### config.mk
export PLATFORM = sky130hd
export DESIGN_NAME = ps_phase_responder_flat
export DESIGN_NICKNAME = d
export VERILOG_FILES = /design/src/rtl/ps_phase_if.sv /design/src/rtl/ps_phase_responder.sv /design/src/flat_wrapper.sv
export SDC_FILE = /design/constraint.sdc
export NUM_CORES = 1
export LEC_CHECK = 0
export CORE_MARGIN = 5
export CORE_UTILIZATION = 40
export CTS_CLUSTER_SIZE = 12
export DETAILED_ROUTE_END_ITERATION = 8
export DONT_BUFFER_PORTS = 1
export SLEW_MARGIN = 20
export SYNTH_ARGS = -nofsm -noshare
export SYNTH_HDL_FRONTEND = slang
export SYNTH_SLANG_ARGS = --single-unit
### constraint.sdc
create_clock -name clk -period 1.9 [get_ports clk]
set_input_delay 0.38 -clock clk [delete_from_list [all_inputs] [get_ports clk]]
set_output_delay 0.38 -clock clk [all_outputs]
set_load 0.005 [all_outputs]
### src/rtl/ps_phase_if.sv
// Dynamic phase-shift handshake between an initiator (fine-delay controller)
// and a responder (MMCM PS port or its fabric emulation).
interface ps_phase_if;
  logic ps_en;
  logic ps_incdec;
  logic ps_done;
  logic busy;

  modport master (output ps_en, output ps_incdec, input ps_done, input busy);
  modport slave  (input ps_en, input ps_incdec, output ps_done, output busy);
endinterface

### src/rtl/ps_phase_responder.sv
// Fabric emulation of the MMCM dynamic phase-shift port: one step at a time,
// fixed-latency ps_done, phase position tracked modulo one period.
module ps_phase_responder #(
  parameter int STEPS_PER_PERIOD = 497,
  parameter int PS_LATENCY       = 12,
  localparam int PW              = $clog2(STEPS_PER_PERIOD)
) (
  input  logic          clk,
  input  logic          rst,
  input  logic          enable,
  input  logic          err_clear,
  ps_phase_if.slave     ps,
  output logic [PW-1:0] phase_pos,
  output logic          tap_load,
  output logic          overrun_err
);

  localparam int CW = $clog2(PS_LATENCY + 1);
  localparam logic [PW-1:0] LAST_POS = PW'(STEPS_PER_PERIOD - 1);

  typedef enum logic [1:0] {
    S_IDLE = 2'd0,
    S_WAIT = 2'd1,
    S_DONE = 2'd2
  } state_t;

  state_t        state_q, state_d;
  logic [CW-1:0] cnt_q, cnt_d;
  logic          dir_q, dir_d;
  logic [PW-1:0] pos_q, pos_d;
  logic          err_q, err_d;
  logic          overrun;

  // Explicit wrap in both directions keeps the position in range when the
  // period is not a power of two.
  function automatic logic [PW-1:0] step_pos(input logic [PW-1:0] p, input logic up);
    if (up)
      return (p == LAST_POS) ? '0 : p + PW'(1);
    else
      return (p == '0) ? LAST_POS : p - PW'(1);
  endfunction

  always_ff @(posedge clk) begin
    if (rst) begin
      state_q <= S_IDLE;
      cnt_q   <= '0;
      dir_q   <= 1'b0;
      pos_q   <= '0;
      err_q   <= 1'b0;
    end else begin
      state_q <= state_d;
      cnt_q   <= cnt_d;
      dir_q   <= dir_d;
      pos_q   <= pos_d;
      err_q   <= err_d;
    end
  end

  always_comb begin
    state_d = state_q;
    cnt_d   = cnt_q;
    dir_d   = dir_q;
    pos_d   = pos_q;
    case (state_q)
      S_IDLE: begin
        if (ps.ps_en && enable) begin
          dir_d   = ps.ps_incdec;
          cnt_d   = CW'(PS_LATENCY - 1);
          state_d = S_WAIT;
        end
      end
      S_WAIT: begin
        cnt_d = cnt_q - CW'(1);
        // Position is committed on entry to DONE so it is visible with ps_done.
        if (cnt_q == CW'(1)) begin
          pos_d   = step_pos(pos_q, dir_q);
          state_d = S_DONE;
        end
      end
      S_DONE:  state_d = S_IDLE;
      default: state_d = S_IDLE;
    endcase
  end

  // A request while a step is in flight is dropped; set beats clear.
  always_comb begin
    overrun = ps.ps_en && (state_q != S_IDLE);
    err_d   = err_q;
    if (overrun)
      err_d = 1'b1;
    else if (err_clear)
      err_d = 1'b0;
  end

  assign ps.ps_done  = (state_q == S_DONE);
  assign ps.busy     = (state_q != S_IDLE);
  assign tap_load    = (state_q == S_DONE);
  assign phase_pos   = pos_q;
  assign overrun_err = err_q;

endmodule

### src/flat_wrapper.sv
// flat-port wrapper written by rule: the top's interface ports become plain ports
module ps_phase_responder_flat 
#(
  parameter int STEPS_PER_PERIOD = 497,
  parameter int PS_LATENCY       = 12,
  localparam int PW              = $clog2(STEPS_PER_PERIOD)
)
  (clk, rst, enable, err_clear, phase_pos, tap_load, overrun_err, ps_ps_en, ps_ps_incdec, ps_ps_done, ps_busy);
  ps_phase_if ps_i ();
  input  logic clk;
  input  logic rst;
  input  logic enable;
  input  logic err_clear;
  output logic [PW-1:0] phase_pos;
  output logic tap_load;
  output logic overrun_err;
  input wire logic [$bits(ps_i.ps_en)-1:0] ps_ps_en;
  input wire logic [$bits(ps_i.ps_incdec)-1:0] ps_ps_incdec;
  output wire logic [$bits(ps_i.ps_done)-1:0] ps_ps_done;
  output wire logic [$bits(ps_i.busy)-1:0] ps_busy;
  assign ps_i.ps_en = ps_ps_en;
  assign ps_i.ps_incdec = ps_ps_incdec;
  assign ps_ps_done = ps_i.ps_done;
  assign ps_busy = ps_i.busy;
  ps_phase_responder #(.STEPS_PER_PERIOD(STEPS_PER_PERIOD), .PS_LATENCY(PS_LATENCY)) u_core (.clk(clk), .rst(rst), .enable(enable), .err_clear(err_clear), .ps(ps_i), .phase_pos(phase_pos), .tap_load(tap_load), .overrun_err(overrun_err));
endmodule
# Word level (Yosys, flattened, before mapping)
# Index checks and enable logic that the tools add are counted.
[op_classes]
addsub = 3
eq_ne = 6
muxes = 10
reduce_logical = 11
[op_table]
columns = ["op", "n"]
rows = [
  ["$mux 9", 3],
  ["$add 9x1->9 const B", 1],
  ["$eq 9x9->1 const B", 1],
  ["$logic_not 9->1", 1],
  ["$sub 9x1->9 const B", 1],
  ["$pmux 4 s2", 1],
  ["$reduce_and 2->1", 4],
  ["$reduce_bool 2->1", 3],
  ["$eq 4x1->1 const B", 1],
  ["$mux 2", 2],
  ["$mux 4", 1],
  ["$ne 2x1->1 const B", 2],
  ["$pmux 2 s2", 1],
  ["$sub 4x1->4 const B", 1],
  ["$eq 2x1->1 const B", 1],
  ["$eq 2x2->1 const B", 1],
  ["$logic_and 1x1->1", 2],
  ["$logic_not 2->1", 1],
  ["$mux 1", 2],
]
[totals]
regBits = 17
wordCells = 35

# Depth between registers and ports, before layout
[logic_depth]
depth_word = 3
mapped_depth = 8
mapped_depth_nobuf = 6

# Worst setup path before layout
# Ideal clock, no wire load.
[synth_timing]
path_type = "reg2reg"
from = "register u_core.pos_q[0] (netlist: u_core.phase_pos[0])"
to = "register u_core.pos_q[8] (netlist: u_core.phase_pos[8])"
setup_ns = 0.120
arrival_ns = 1.876
setup_slack_ns = -0.096
path_stages_with_launch = 7
synth_period_minus_slack_ns = 1.996
path_cell_list = "dfxtp_1 inv_1 ha_1 or3b_2 or3_4 and3_1 a211o_1"
[synth_via]
elab_chain_cells = 3
elab_cells_between_ends = 7
cone_classes = "add/sub: 2; eq/ne: 1; mux: 3; reduce/logical: 1"
[synth_lines]
columns = ["item", "line_no", "text"]
rows = [
  ["from (decl)", "ps_phase_responder.sv:30", "logic [PW-1:0] pos_q, pos_d;"],
  ["from (signal assigned)", "ps_phase_responder.sv:54", "pos_q <= pos_d;"],
  ["$sub 9x1->9, or another cell as far along", "ps_phase_responder.sv:40", "return (p == '0) ? LAST_POS : p - PW'(1);"],
  ["$mux 9 (on tied branches)", "ps_phase_responder.sv:40, ps_phase_responder.sv:38", ""],
  ["$mux 9 (*)", "ps_phase_responder.sv:37", "if (up)"],
]
# Mark *: on every way between the ends. The rest lies on a longest branch, timed or not.
# A chain may end at the register's enable or synchronous reset.

# Worst setup path after layout
[layout_timing]
from = "register u_core.pos_q[1] (netlist: u_core.phase_pos[1])"
to = "register u_core.pos_q[8] (netlist: u_core.phase_pos[8])"
# Same word-level chain as after synthesis.

==> run_results.csv <==
group,metric,value,unit
pwr,cellPowerDensity,573,nW/um^2
drt,wl_per_cell,15.7,um
setup_path,crit_path_max_incr_delay,440,ps
synth,mappedNetlistArea,1160,um^2
setup_path,slowest_stage,"sky130_fd_sc_hd__or3b_2",
pwr,sequentialPowerShare,50.8,%
sta,fin_crit,1830,ps
synth,yosys_warnings,0,
synth,synthAdderAreaFrac,4.33,%
synth,synth-compound-area-share,26.0,%
synth,postSynth.topFlopCell,"sky130_fd_sc_hd__dfxtp_1",
placement,place_congestion,0.844,
synth,synth_mux_area_share,0.866,%
sta,final.hold.worst_slack,125,ps
floorplan,ioPinCount,19,
final_layout,fillers,289,
sta,hold_violations,0,
final_layout,antenna_fix_cells,0,
clock_network,clk_latency,300,ps
sta,worst_slew_pin_slew,403,ps
floorplan,design.core.area,2760,um^2
clock_network,clkSlewWorstSetupHoldPaths,120,ps
floorplan,floorplan.die_area,4070,um^2
global_routing,grt_pass1_wl,5.13,mm
pwr,power.ir.vdd_worst,0.355,mV
clock_network,tritoncts.num_buffers,3,
global_routing,grtUsageMet1,20.4,%
synth,synth.distinct_cells,53,
clock_network,cts_root_buffer,"sky130_fd_sc_hd__clkbuf_4",
floorplan,starting_density_of_the_core,41.9,%
setup_path,worst-path-max-fanout,2,
final_layout,layout.nets,164,
setup_path,crit_required,2110,ps
drt,vias_per_cell,6.13,
synth,syn_inst,142,
pwr,power.share.switching,29.9,%
clock_network,cts_hold_buffers_added,0,
global_routing,antenna_found_initial,0,
synth,synth_seq_cells,17,
global_routing,overall_overflow_remaining_after_global_route,0,
drt,drc,0,
sta,final_min_period_over_clock_period,96.6,%
setup_path,startpoint_type,"flip-flop",
synth,combinational_family_with_the_most_area_after_synthesis,"simple AND/OR/NAND/NOR gates",
sta,rsz0062_at_grt,"no",
sta,setup-tns-final,0,ps
global_routing,grt_util_met2,23.6,%
sta,worst_slew_margin_rel,73.0,%
final_layout,multiInputGateArea,759,um^2
floorplan,floorplan.rows,19,
sta,final-setup-viol-count,0,
setup_path,timing.critical_path.to_type,"flip-flop",
synth,post_synth.cell_area_avg,8.14,um^2
placement,portBuffers,0,
global_routing,grt_start_max_net_pins,20,
synth,synth_seq_area_share,29.4,%
sta,final_max_slew_viol_count,0,
global_routing,grt-busiest-layer,"met2",
setup_path,crit_buf_inv,1,
clock_network,cts_max_path_buffers,2,
min_path,min-delay-path-class,"input pin to flip-flop",
pwr,share_comb_of_total_power,22.1,%
synth,post_synth_and_or_nand_nor_area_fraction,29.7,%
clock_network,tritoncts_clock_tree,"done",
pwr,reported_net_switching_power,229,uW
floorplan,die_width,63.8,um
drt,postRouteWirelength,2.89,mm
clock_network,cts.sinks,17,
run,max_cap_viol_count,0,
placement,place_hpwl,2.18,mm
final_layout,postLayoutCoreUtil,48.5,%
global_routing,via_count_of_the_first_global_routing_pass,1128,
drt,drt-initial-drc-count,43,
pwr,p_clk_share,27.1,%
pwr,intPower,537,uW
floorplan,die_y,63.8,um
sta,clock-skew-final,11.0,ps
global_routing,groute.usage.overall,15.4,%
drt,route.antenna.remaining_nets,0,
setup_path,worstSetupPathType,"flip-flop to flip-flop",
setup_path,worst_path_dominant_cell_family,"simple AND/OR/NAND/NOR gates",
outcome,status,"finished, final reports clean",
synth,net_count_of_the_mapped_netlist,152,
global_routing,met3_use_gr,5.43,%
final_layout,final_layout_size_suffix_gt1_share,24.8,%
synth,synth_async_sr_flop_share,0,%
synth,synth_edf_count,0,
clock_network,cts_max_level,1,
pwr,power.leakage,0.540,nW
sta,fmax,0.545,GHz
synth,synth-xor-area-share,2.27,%
drt,drt-pass1-iter-count,5,
setup_path,cp.arrival,2040,ps
setup_path,worstPathCellList,"inv_2 -> ha_4 -> or3b_2 -> or3_4 -> and3_1 -> a211o_1",
final_layout,flow.area_growth_from_synthesis,15.7,%
final_layout,register_area,343,um^2
drt,routed-via-count,1127,
==> stage by stage <==
| step | worst slack, ps | total power [mW] | cells | area, um^2 |
|---|---|---|---|---|
| final | 65.4 | 0.766 | 184 | 1340 |
| after global routing | 2.25 | 0.818 | 184 | 1340 |
| after CTS | 36.3 | 0.777 | 183 | 1310 |
| after detailed placement | 19.6 | 0.560 | 179 | 1280 |
| after global placement | 53.2 | 0.554 | 179 | 1280 |
| after floorplan | 9.58 | 0.520 | 142 | 1170 |
==> per-layer routing <==
metal  part of all wire [%]  vias up
met3                    7.7        2
li1                       -      546
met4                   0.59        0
met1                     47      534
met5                      0        -
met2                     45       45
==> registers in the layout, summed over array words and instances (netlist names) <==
| name | count |
|---|---|
| u_core.phase_pos | 9 |
| u_core.cnt_q | 4 |
| u_core.state_q | 2 |
| u_core.dir_q | 1 |
| u_core.overrun_err | 1 |
==> timing repair <==
action,in CTS,in global routing
pin swaps,2,3
setup buffers,0,1
gates resized for setup,0,4
endpoints found under the setup margin,1,5
==> worst reg2reg max path, cell delays in order (launching register included) <==
cell                      delay, ps
sky130_fd_sc_hd__dfxtp_2        340
sky130_fd_sc_hd__inv_2           70
sky130_fd_sc_hd__ha_4           130
sky130_fd_sc_hd__or3b_2         440
sky130_fd_sc_hd__or3_4          350
sky130_fd_sc_hd__and3_1         160
sky130_fd_sc_hd__a211o_1        250
==> cells in the final DEF, fill, tap and decap left out, drive strengths merged, types with 2 or more instances in the layout <==
cell	count
buf	18
dfxtp	17
inv	9
a21oi	8
nor2	7
nor3	7
o21ai	6
nand2b	5
a211oi	5
nand2	4
nand3	4
and3	4
ha	4
or2	4
nor2b	3
a31oi	3
o211ai	3
clkbuf	3
or4	3
o31ai	2
a22oi	2
nor4	2
xnor2	2
or3b	2
o32ai	2
or3	2
and4	2
==> worst paths after layout <==
kind / from / endpoint / slack (ps) / depth (start not counted)
max: u_core.phase_pos[1] / u_core.phase_pos[8] / 70 / 6
min: rst / u_core.overrun_err / 130 / 1
max reg2reg: u_core.phase_pos[1] / u_core.phase_pos[8] / 70 / 6
min reg2reg: u_core.overrun_err / u_core.overrun_err / 500 / 2
==> power by group through the flow <==
| stage | Clock [mW] | Combinational (mW) | Sequential (mW) |
|---|---|---|---|
| 2_1_floorplan | 0 | 0.121 | 0.399 |
| 3_3_place_gp | 0 | 0.156 | 0.397 |
| 3_5_place_dp | 0 | 0.163 | 0.397 |
| 4_1_cts | 0.223 | 0.164 | 0.389 |
| 5_1_grt | 0.236 | 0.190 | 0.392 |
| 6_report | 0.207 | 0.169 | 0.390 |
==> cells by family after synthesis <==
logic type               Yosys count
AND/OR/NAND/NOR                   56
AO/OA/AOI/OAI                     41
buffers and inverters             20
flip-flops                        17
adder cells (fa/ha/maj)            4
XOR/XNOR                           3
multiplexers                       1
==> area by class of cell <==
class | count | area share [%]
clock inverter | 1 | 0.374
timing repair buffer | 18 | 10.1
multi-input combinational | 105 | 56.8
sequential | 17 | 25.6
inverter | 9 | 2.53
tap | 31 | 2.90
clock buffer | 3 | 1.68
==> cell usage after synthesis, types with 2 or more instances <==
library cell / instances / area share (%)
sky130_fd_sc_hd__a31oi_1: 3 / 1.6
sky130_fd_sc_hd__or2_2: 2 / 1.1
sky130_fd_sc_hd__nor2_1: 7 / 2.3
sky130_fd_sc_hd__nand3_1: 4 / 1.7
sky130_fd_sc_hd__clkbuf_1: 9 / 2.9
sky130_fd_sc_hd__nor3_1: 7 / 3.0
sky130_fd_sc_hd__a22oi_1: 2 / 1.3
sky130_fd_sc_hd__or4_1: 2 / 1.3
sky130_fd_sc_hd__nor4_1: 2 / 1.1
sky130_fd_sc_hd__xnor2_1: 2 / 1.5
sky130_fd_sc_hd__a211oi_1: 5 / 3.2
sky130_fd_sc_hd__o21ai_0: 6 / 2.6
sky130_fd_sc_hd__nand2_1: 4 / 1.3
sky130_fd_sc_hd__nor2b_1: 3 / 1.6
sky130_fd_sc_hd__inv_1: 9 / 2.9
sky130_fd_sc_hd__nand2b_1: 5 / 2.7
sky130_fd_sc_hd__and3_1: 4 / 2.2
sky130_fd_sc_hd__o31ai_1: 2 / 1.3
sky130_fd_sc_hd__a21oi_1: 8 / 3.5
sky130_fd_sc_hd__o32ai_1: 2 / 1.5
sky130_fd_sc_hd__ha_1: 4 / 4.3
sky130_fd_sc_hd__o211ai_1: 3 / 1.9
sky130_fd_sc_hd__dfxtp_1: 17 / 29
Note: power is estimated with default switching activity, not from simulation.
==> variant 1: new RTL, config.mk and constraints unchanged <==
`PS_LATENCY` is set to 12 in 2 places; all go to 11.
--- a/src/rtl/ps_phase_responder.sv
+++ b/src/rtl/ps_phase_responder.sv
@@ -3,5 +3,5 @@
 module ps_phase_responder #(
   parameter int STEPS_PER_PERIOD = 497,
-  parameter int PS_LATENCY       = 12,
+  parameter int PS_LATENCY       = 11,
   localparam int PW              = $clog2(STEPS_PER_PERIOD)
 ) (
--- a/src/flat_wrapper.sv
+++ b/src/flat_wrapper.sv
@@ -3,5 +3,5 @@
 #(
   parameter int STEPS_PER_PERIOD = 497,
-  parameter int PS_LATENCY       = 12,
+  parameter int PS_LATENCY       = 11,
   localparam int PW              = $clog2(STEPS_PER_PERIOD)
 )
Function: same outputs for any inputs over 10 cycles, from zero or initial values and one cycle with rst high; that may be too few to reach the edited logic, so the function may still have changed.
==> variant 1 against the unedited design <==
- area after synthesis down 0.87%
- clock power is 3% lower
- wire length grew 6.0%
- largest cell class unchanged
- cell area fell by 2.2%
- sequential cell count did not move
- power is 9.9% lower
- via count grew 3.7%
- critical endpoint is now u_core.phase_pos[7]$_SDFFE_PP0P_
- worst setup slack got worse by 0.028 ns
==> variant 1: results (changes against the unedited design) <==
outcome: "finished, final reports clean"  # unchanged
gp_congestion: 0.9148  # was 0.8442
avgSynthCellArea_um2: 7.590  # was 8.142 µm²
crit_fanout: 5  # was 2
drive_gt1_share_pct: 20.89  # was 24.84%
drt_iter0_drc: 90  # was 43
synth.area.mux_share_pct: 0  # was 0.8658%
multi_input_gates: 113  # was 105
inv_count: 8  # was 9
critPathArrivalTime_ns: 2.10  # was 2.04 ns
r2r-end: "u_core.phase_pos[7]$_SDFFE_PP0P_"  # was u_core.phase_pos[8]$_SDFFE_PP0P_
use_met1_pct: 20.43  # was 20.45%
synth_compound_area_share_pct: 26.42  # was 25.97%
post-place-ws_ns: -0.01200  # was 0.01965 ns
synth_area_leaders: "dfxtp_1 (30%), a21oi_1 (5.7%), ha_1 (4.4%), nand2_1 (4.3%), nor2_1 (4.3%)"  # was dfxtp_1 (29%), ha_1 (4.3%), a21oi_1 (3.5%), a211oi_1 (3.2%), nor3_1 (3.0%)
first_pass_iters: 4  # was 5
grt_max_degree: 21  # was 20
worstSetupStartpoint: "u_core.cnt_q[1]$_SDFFE_PP0P_"  # was u_core.phase_pos[1]$_SDFFE_PP0P_
relSlewSlack_pct: 72.33  # was 72.96%
layout.nets: 169  # was 164
buffer_area_share_pct: 9.178  # was 10.10%
wl_per_cell_um: 16.19  # was 15.70 µm
routed_wl_um: 3060  # was 2888 µm
min_to: "u_core.phase_pos[7]$_SDFFE_PP0P_"  # was u_core.overrun_err$_SDFFE_PP0P_
r2r_slack_ns: 0.04  # was 0.07 ns
dr_wl_met2_um: 1379  # was 1291 µm
slowest_delay_ns: 0.42  # was 0.44 ns
met3RoutedLength_um: 198  # was 222 µm
grtUsageMet3_pct: 4.085  # was 5.429%
synth_seq_area_share_pct: 29.69  # was 29.44%
grt_pass1_wl_um: 5237  # was 5126 µm
ir_worst_vdd_uv: 355.4  # was 355.2 µV
synth_fa_ha_area_share_pct: 4.367  # was 4.329%
grt_use_met2_pct: 24.11  # was 23.60%
n_fill_cell: 278  # was 289
p_leak_nw: 0.4649  # was 0.5396 nW
hpwl_um: 2176  # was 2178 µm
variant 1: logic make-up after synthesis:
group,count (synthesis)
compound gates,42
xor+xnor,2
fa+ha+maj,4
buf+inv,21
flops,17
simple gates,65
variant 1: what timing repair did:
item                                    4_1_cts  5_1_grt
gates resized for setup                       3        5
endpoints found under the setup margin        3        2
buffers inserted                              0        2
pin swaps                                     0        2
endpoints found under the hold margin         0        0
variant 1: worst max-delay path by stage:
stage,endpoint,slack (ns)
after floorplan,u_core.phase_pos[7]$_SDFFE_PP0P_,0.08
after global placement,u_core.phase_pos[7]$_SDFFE_PP0P_,0.04
after detailed placement,u_core.phase_pos[7]$_SDFFE_PP0P_,-0.01
after CTS,u_core.phase_pos[7]$_SDFFE_PP0P_,0.02
after global routing,u_core.phase_pos[7]$_SDFFE_PP0P_,-0.03
final,u_core.phase_pos[7]$_SDFFE_PP0P_,0.04
variant 1: power by group:
group          total, W  switching (W)  internal, W
Combinational  0.000102      0.0000566    0.0000452
Clock          0.000201       0.000123    0.0000784
Sequential     0.000387      0.0000155     0.000372
Total          0.000690       0.000195     0.000495
variant 1: worst max-delay path, delay by kind of cell (launching register included):
kind / cells / cell delay (ns)
and+or+nand+nor: 3 / 1.08
AOI/OAI and AO/OA: 1 / 0.19
buffers and inverters: 1 / 0.07
DFF: 1 / 0.35
adders and majority gates: 1 / 0.11
variant 1: through the flow:
step / total power (W) / area [µm²]
after floorplan: 0.0004705 / 1146
after global placement: 0.0004880 / 1236
after detailed placement: 0.0004897 / 1236
after CTS: 0.0006927 / 1274
after global routing: 0.0007351 / 1309
final: 0.0006901 / 1309
==> variant 2: new RTL, same flow settings <==
Without the edit above. Register the input `enable` before use, with the module's reset. The logic sees it one clock later. The other inputs are not delayed to match.
--- a/src/rtl/ps_phase_responder.sv
+++ b/src/rtl/ps_phase_responder.sv
@@ -24,4 +24,14 @@
     S_DONE = 2'd2
   } state_t;
+
+  logic enable_q;
+
+  always_ff @(posedge clk) begin
+    if (rst) begin
+      enable_q <= '0;
+    end else begin
+      enable_q <= enable;
+    end
+  end
 
   state_t        state_q, state_d;
@@ -64,5 +74,5 @@
     case (state_q)
       S_IDLE: begin
-        if (ps.ps_en && enable) begin
+        if (ps.ps_en && enable_q) begin
           dir_d   = ps.ps_incdec;
           cnt_d   = CW'(PS_LATENCY - 1);
Check against the original RTL: not equivalent (a bounded check fails within 4 cycles, from zero or initial values and one cycle with rst high).
==> variant 2 against the unedited design <==
- die area up 3.3%
- area after synthesis up 3.9%
- count of clock-buffer cells in the layout up 1
- power down 0.50%
- synthesized cell count up 4.9%
- sequential cell count up 1
- sequential share of layout area up 1.2 points
- wire length up 15%
- worst setup slack better by 0.00064 ns
- cell area up 0.56%
==> variant 2: results (changes against the unedited design) <==
synth.area.mux_share_pct: 0  # was 0.8658%
drt_iter0_drc: 92  # was 43
p_leak_nw: 0.5094  # was 0.5396 nW
routed_wl_um: 3328  # was 2888 µm
grt_max_degree: 17  # was 20
gp_congestion: 0.8931  # was 0.8442
cp_top_family: "compound AO/OA/AOI/OAI gates"  # was simple AND/OR/NAND/NOR gates
dp_cells: 183  # was 179
synthDistinctLibCells: 51  # was 53
synthXorXnorAreaFrac_pct: 0.7292  # was 2.273%
tightest_slew_ns: 0.4881  # was 0.4029 ns
drive_gt1_share_pct: 16.67  # was 24.84%
synth_compound_area_share_pct: 28.33  # was 25.97%
htreeDepth: 1  # unchanged
largest_reg_flops: 9  # unchanged
comb_cell_power_w: 0.000106  # was 0.000169 W
fin_cells: 187  # was 184
grt_pass1_wl_um: 5423  # was 5126 µm
r2r-end: "u_core.phase_pos[2]$_SDFFE_PP0P_"  # was u_core.phase_pos[8]$_SDFFE_PP0P_
placed_cell_area_um2: 1291  # was 1285 µm²
met3RoutedLength_um: 291  # was 222 µm
grt_pass1_vias: 1160  # was 1,128
avgSynthCellArea_um2: 8.061  # was 8.142 µm²
dr_wl_met2_um: 1519  # was 1291 µm
crit_fanout: 6  # was 2
min_to: "u_core.cnt_q[2]$_SDFFE_PP0P_"  # was u_core.overrun_err$_SDFFE_PP0P_
n_fill_cell: 264  # was 289
outcome: "finished, final reports clean"  # unchanged
power_clock_w: 0.000252  # was 0.000207 W
hpwl_um: 2369  # was 2178 µm
syn_nets: 159  # was 152
ir_worst_vdd_uv: 378.2  # was 355.2 µV
r2r_slack_ns: 0.07
grt.total_usage_pct: 16.31  # was 15.45%
drt-vias-per-instance: 6.535  # was 6.125
synth_fa_ha_area_share_pct: 4.167  # was 4.329%
p_switching_w: 0.0002042  # was 0.0002293 W
slowest_stage: "or4b_4"  # was or3b_2
post-place-ws_ns: 0.04091  # was 0.01965 ns
fin_area_um2: 1345  # was 1338 µm²
hold_ws_ns: 0.1262  # was 0.1253 ns
p_seq_w: 0.000404  # was 0.000390 W
-- variant 2: what timing repair did --
action | CTS | global route
endpoints found under the setup margin | 0 | 8
setup buffers | 0 | 0
gates resized for setup | 0 | 4
-- variant 2: layer usage --
layer	GRT usage, %	up-vias
met5	0	-
met4	4.749	0
met3	4.663	9
met2	27.20	50
met1	20.42	582
li1	-	581
-- variant 2: layout make-up --
type | instances | share of cell area (%)
repair buffers | 14 | 7.814
clock buffers | 4 | 2.698
multi-input cells | 109 | 56.74
well taps | 31 | 2.884
flip-flops and latches | 18 | 26.79
inverters | 11 | 3.070
-- variant 2: how the worst max path moves through the flow --
stage                                           startpoint  slack (ns)                                to  cells past startpoint
final                     u_core.phase_pos[1]$_SDFFE_PP0P_        0.07  u_core.phase_pos[2]$_SDFFE_PP0P_                      6
after global routing      u_core.phase_pos[1]$_SDFFE_PP0P_       -0.02  u_core.phase_pos[2]$_SDFFE_PP0P_                      6
after CTS                 u_core.phase_pos[1]$_SDFFE_PP0P_        0.01  u_core.phase_pos[2]$_SDFFE_PP0P_                      6
after detailed placement  u_core.phase_pos[1]$_SDFFE_PP0P_        0.04  u_core.phase_pos[2]$_SDFFE_PP0P_                      6
after global placement        u_core.cnt_q[1]$_SDFFE_PP0P_        0.05  u_core.phase_pos[7]$_SDFFE_PP0P_                      6
after floorplan           u_core.phase_pos[0]$_SDFFE_PP0P_        0.07  u_core.phase_pos[2]$_SDFFE_PP0P_                      6
-- variant 2: cells by family after synthesis --
logic type / count (synthesis)
AOI/OAI and AO/OA: 47
xor gates and xnor gates: 1
adders and majority gates: 4
buffers and inverters: 22
DFF: 18
and+or+nand+nor: 57
